### config.mk
export PLATFORM = sky130hd
export DESIGN_NAME = fc_logits_layer
export DESIGN_NICKNAME = d
export VERILOG_FILES = /design/src/rtl/dnn_pkg.sv /design/src/rtl/fc_weight_rom.sv /design/src/rtl/fc_logits_layer.sv
export SDC_FILE = /design/constraint.sdc
export NUM_CORES = 1
export LEC_CHECK = 0
export ABC_AREA = 1
export CAP_MARGIN = 20
export CORE_ASPECT_RATIO = 0.75
export CORE_MARGIN = 3
export CORE_UTILIZATION = 52
export DETAILED_ROUTE_END_ITERATION = 8
export PLACE_DENSITY = 0.69
export SYNTH_ARGS = -nofsm -noshare
export SYNTH_HDL_FRONTEND = slang
export SYNTH_SLANG_ARGS = --single-unit
### constraint.sdc
create_clock -name clk -period 6.4 [get_ports clk]
set_input_delay 1.6 -clock clk [delete_from_list [all_inputs] [get_ports clk]]
set_output_delay 1.6 -clock clk [all_outputs]
set_load 0.03 [all_outputs]
### src/rtl/dnn_pkg.sv
// Types, state encoding and requantisation shared by the dense and conv layers.
package dnn_pkg;

  localparam int DNN_ACC_W = 32;
  localparam int N_CLASSES = 10;

  typedef logic signed [7:0]           act_t;
  typedef logic signed [DNN_ACC_W-1:0] acc_t;

  typedef enum logic [2:0] {
    ST_LOAD,
    ST_MAC,
    ST_DRAIN,
    ST_EMIT,
    ST_DONE
  } fc_state_t;

  // Round-half-up, arithmetic shift, optional ReLU, then clamp to int8.
  function automatic act_t requant_sat(acc_t acc, int shift, bit relu);
    acc_t r;
    r = acc;
    if (shift > 0) r = r + (acc_t'(1) <<< (shift - 1));
    r = r >>> shift;
    if (relu && r < 0) r = '0;
    if (r > acc_t'(127)) return act_t'(127);
    if (r < acc_t'(-128)) return act_t'(-128);
    return act_t'(r);
  endfunction

endpackage

### src/rtl/fc_weight_rom.sv
// Neuron-major int8 weight ROM with one cycle of read latency.
module fc_weight_rom
  import dnn_pkg::*;
#(
  parameter int N_IN  = 84,
  parameter int N_OUT = 10,
  parameter int AW    = $clog2(N_OUT * N_IN),
  parameter logic [N_OUT*N_IN*8-1:0] WEIGHTS = '0
) (
  input  logic              clk,
  input  logic [AW-1:0]     addr,
  output logic signed [7:0] data
);

  always_ff @(posedge clk) begin
    data <= act_t'(WEIGHTS[{addr, 3'b000} +: 8]);
  end

endmodule

### src/rtl/fc_logits_layer.sv
// Final dense layer: buffers one int8 frame, runs N_OUT dot products + bias,
// and streams requantised int8 logits followed by a single done pulse.
//   state | meaning
//   LOAD  | accept activations into the frame buffer
//   MAC   | N_IN multiply-accumulate issues for the current neuron
//   DRAIN | two cycles flushing the ROM/product pipeline
//   EMIT  | logit on data_out, advance neuron
//   DONE  | layer_done_out pulse, back to LOAD
module fc_logits_layer
  import dnn_pkg::*;
#(
  parameter int N_IN  = 84,
  parameter int N_OUT = 10,
  parameter int ACC_W = DNN_ACC_W,
  parameter int SHIFT = 7,
  parameter int RELU  = 0,
  parameter logic [N_OUT*N_IN*8-1:0]  WEIGHTS = '0,
  parameter logic [N_OUT*ACC_W-1:0]   BIASES  = '0
) (
  input  logic              clk,
  input  logic              rst,
  input  logic signed [7:0] act_in,
  input  logic              act_valid_in,
  output logic              act_ready_out,
  output logic signed [7:0] data_out,
  output logic              data_valid_out,
  output logic              layer_done_out,
  output logic              busy
);

  localparam int CW = $clog2(N_IN);
  localparam int NW = (N_OUT > 1) ? $clog2(N_OUT) : 1;
  localparam int AW = $clog2(N_OUT * N_IN);
  localparam int BW = $clog2(N_OUT * ACC_W);
  localparam logic [CW-1:0] IN_LAST     = CW'(N_IN - 1);
  localparam logic [NW-1:0] NEURON_LAST = NW'(N_OUT - 1);

  fc_state_t state, state_next;
  logic [CW-1:0] in_cnt, mac_cnt;
  logic [NW-1:0] neuron;
  act_t act_buf [N_IN];
  act_t act_q, w_q;
  logic rd_v, prod_v;
  logic signed [15:0] prod;
  logic signed [ACC_W-1:0] acc, acc_sum, bias_val;
  logic [AW-1:0] w_addr;
  logic xfer, emit_next;

  always_ff @(posedge clk) begin
    if (rst) state <= ST_LOAD;
    else     state <= state_next;
  end

  always_comb begin
    state_next = state;
    case (state)
      ST_LOAD:  if (xfer && in_cnt == IN_LAST) state_next = ST_MAC;
      ST_MAC:   if (mac_cnt == IN_LAST) state_next = ST_DRAIN;
      ST_DRAIN: if (mac_cnt == CW'(1)) state_next = ST_EMIT;
      ST_EMIT:  state_next = (neuron == NEURON_LAST) ? ST_DONE : ST_MAC;
      ST_DONE:  state_next = ST_LOAD;
      default:  state_next = ST_LOAD;
    endcase
  end

  always_comb begin
    act_ready_out  = (state == ST_LOAD);
    layer_done_out = (state == ST_DONE);
  end

  assign xfer      = act_valid_in && act_ready_out;
  assign emit_next = (state == ST_DRAIN) && (mac_cnt == CW'(1));
  assign w_addr    = AW'(neuron) * AW'(N_IN) + AW'(mac_cnt);
  assign bias_val  = BIASES[BW'(neuron) * BW'(ACC_W) +: ACC_W];
  assign acc_sum   = prod_v ? acc + ACC_W'(prod) : acc;

  fc_weight_rom #(
    .N_IN    (N_IN),
    .N_OUT   (N_OUT),
    .WEIGHTS (WEIGHTS)
  ) u_rom (
    .clk  (clk),
    .addr (w_addr),
    .data (w_q)
  );

  always_ff @(posedge clk) begin
    if (xfer) act_buf[in_cnt] <= act_in;
  end

  always_ff @(posedge clk) begin
    if (rst) begin
      in_cnt         <= '0;
      mac_cnt        <= '0;
      neuron         <= '0;
      busy           <= 1'b0;
      rd_v           <= 1'b0;
      prod_v         <= 1'b0;
      act_q          <= '0;
      prod           <= '0;
      acc            <= '0;
      data_out       <= '0;
      data_valid_out <= 1'b0;
    end else begin
      if (xfer) begin
        in_cnt <= (in_cnt == IN_LAST) ? '0 : in_cnt + 1'b1;
        busy   <= 1'b1;
      end
      if (state == ST_DONE) begin
        in_cnt <= '0;
        neuron <= '0;
        busy   <= 1'b0;
      end
      if (state == ST_MAC || state == ST_DRAIN)
        mac_cnt <= (state_next != state) ? '0 : mac_cnt + 1'b1;
      if (state == ST_EMIT && neuron != NEURON_LAST)
        neuron <= neuron + 1'b1;
      // act_q is read alongside the ROM so both operands line up one cycle later
      rd_v   <= (state == ST_MAC);
      act_q  <= act_buf[mac_cnt];
      prod_v <= rd_v;
      prod   <= 16'(act_q) * 16'(w_q);
      acc    <= (state == ST_MAC && mac_cnt == '0) ? bias_val : acc_sum;
      // The last product is folded in here so the logit is visible during EMIT
      data_valid_out <= emit_next;
      if (emit_next) data_out <= requant_sat(acc_t'(acc_sum), SHIFT, RELU != 0);
    end
  end

endmodule

==> results.md <==
* Vias/cell at 4.941
* I/O pins at 23
* Syn Area/Cell at around 6.1 um2
* Vias post-DR at ~6,900
* CTS clk-pin slew, worst paths at about 0.060 ns
* Critical Path Sink: data_out[6]
* Commonest non-fill, non-tap cell in the layout: nand2_1
* Largest buffer count on any clock path at 2
* R2R depth at 21
* DR pass1 iterations at 5
* Reg2reg end: data_out[6]
* Status: complete, no violations
* Maximum vdd ir drop at between 0.1 and 0.15 mV
* CORE AREA at ~13,000 um2
* Antenna diodes at 0
* Seq. cell area at ~1500 um2
* NumNets Final at roughly 1,300
* Hold Startpoint: rd_v
* Die Wd at roughly 140 um
* PortBufs at 14
* WL/cell at ~12 um
* Clock sink total at 75
* CP Launch Point: prod[15]
* Share of post-route cells with drive strength above 1 at under 10%
* Hold WC Path Type: flip-flop to flip-flop
* Hold depth at 2
* Total GRT Usage at a little under a quarter
* Worst slew margin at 48.36%
* Setup bufs post-CTS at 0
* Area occupied by multi-input gates at ~5100 um2
* Synth unique cells at 43
* CTS Buf Count at 9
* Commonest non-fill, non-tap cells in the layout: nand2_1, inv_1, nor2_1, nand3_1, dfxtp_1
* Worst Skew at about 0.017 ns
* FF-to-FF setup slack at ~2.4 ns
* PostCTS Resize Cnt at 0
* Max Slew Vio Count at 0
* Area growth, synth to finish at 9.696%
* R2r startpoint: prod[15]
* Worst setup SP type: flip-flop
* Initial DRC Count at 505
* RePlAce Congestion at slightly below 1
* Top FF cell, synth: dfxtp_1
* Post-Syn Area at between 7000 and 8000 um2
* Detail Route Antenna Nets at 0
* Filler Cells Inserted at between 1,000 and 1,500
* Global-route wire length before repair at between 20,000 and 30,000 um
* F_max at around 250 MHz
* Cts hold-fix bufs at 0
* Required @ worst endpoint at ~6.6 ns
* Final-report hold violation count at 0
* Setup violations, final at 0
* Mapped Cells at 1,182
* WP data arrival at around 4.2 ns
* Sequential-to-total area share from yosys stat at 20.70%
* CTS H-tree depth at 3
* TritonCTS clock tree: yes
* Vias in the first global route at ~5,800
* Initial Utilization at a little over half
* Initial antenna violation count at 0
* Cell Pwr Density at 159.4 nW/um2
* Max-cap violation count at 0
* Final period util at roughly 62%
* Critical path class: flip-flop to flip-flop
* DRC Markers at 0
* Die Ht at 108.3 um
* RSZ-0062 raised after global routing: no
* DRT Wirelength at between 15,000 and 20,000 um
* CTS root buffer: clkbuf_16
* Number of synthesized flops with an enable pin at 0
* Total grt overflow at 0
* CP Max Fanout at 18
* Synth Warn # at 0
* Skew-Pair Late Insertion Delay at ~0.34 ns
* Largest net degree at the start of global routing at 57
* Asr flop ratio synth at 0%
* FF+latch count, synth at 75
* DP Wirelength at roughly 14,000 um
* Power Total at about 1.3 mW
* Slew @ Worst Pin at 0.7736 ns
* Leak at 4.173 nW
* Die ar. at between 15,000 and 20,000 um2
* Setup crit end kind: flip-flop
* Min Clock Period, post-route at 3.988 ns
* TNS Setup at 0 ns
* # rows at 36
[power breakdown]
part / internal (mW) / switching [mW] / leakage (nW) / total, mW
Sequential: 0.488 / 0.0146 / 0.608 / 0.502
Clock: 0.269 / 0.219 / 0.136 / 0.489
Combinational: 0.103 / 0.174 / 3.43 / 0.277
[synthesized netlist by cell type (all sizes together), types with 13 or more instances]
master / instances / share of area (%)
fa: 15 / 4.1
a21oi: 55 / 3.8
nand4: 21 / 1.8
nand3: 94 / 7.2
dfxtp: 75 / 21
inv: 172 / 8.9
nor2: 159 / 9.9
nor3: 14 / 1.1
buf: 13 / 0.78
o21ai: 35 / 2.4
ha: 67 / 12
clkbuf: 26 / 1.3
nand2: 379 / 21
or2: 18 / 1.6
[kinds of logic after synthesis]
family	share of synthesized area, %
buf+inv	11.23
other cells	0.1036
flops	20.70
compound gates	8.006
fa+ha+maj	15.70
simple gates	42.96
xor+xnor	1.294
[layer usage]
| metal | up-vias | wire [um] | global-route usage [%] |
|---|---|---|---|
| li1 | 3711 | - | - |
| met1 | 3011 | 9539 | 38.16 |
| met2 | 161 | 5926 | 29.60 |
| met3 | 14 | 1104 | 3.581 |
| met4 | 0 | 189 | 4.274 |
| met5 | - | 0 | 0 |
[area by class of cell]
class,instances,area share [%]
inverter,176,8.305
tap,171,2.690
timing repair buffer,17,2.139
multi-input combinational,941,64.41
sequential,75,18.87
clock buffer,9,2.831
clock inverter,7,0.7550
[registers in the layout, summed over array words and instances (netlist names)]
signal	count
state	3
prod_v	1
prod	13
mac_cnt	7
busy	1
acc	29
in_cnt	7
data_valid_out	1
data_out	8
neuron	4
rd_v	1
[worst min path at each step]
stage,to
final,prod_v
after global routing,prod_v
after floorplan,prod_v
after global placement,prod_v
after CTS,prod_v
after detailed placement,prod_v
[through the flow]
step | util [%] | instances | worst slack [ns] | hold slack [ns] | area, um2
2_1_floorplan | - | 1231 | 3.270 | 0.3883 | 7436
3_3_place_gp | 57.61 | 1379 | 2.461 | 0.4008 | 7655
3_5_place_dp | 57.72 | 1380 | 2.432 | 0.3977 | 7670
4_1_cts | 59.87 | 1396 | 2.401 | 0.4109 | 7955
5_1_grt | 59.87 | 1396 | 2.059 | 0.4306 | 7955
6_report | 59.87 | 1396 | 2.412 | 0.4050 | 7955
[critical path, stage by stage (launching register included)]
cell,delay (ns)
dfxtp_1,0.82
ha_1,0.41
nand2_1,0.18
inv_1,0.06
nand2_1,0.06
nand3_1,0.09
a21oi_1,0.24
nand3_1,0.19
nand2_1,0.11
nand2_1,0.05
nand2_1,0.16
nand2_1,0.13
nor2_4,0.18
nand2_1,0.10
nor3_2,0.12
nand3_1,0.12
xor2_2,0.41
inv_1,0.08
nand2_1,0.09
nand2_2,0.10
nor2_1,0.14
nor2_1,0.05
Power figures use the tool's default switching activity.
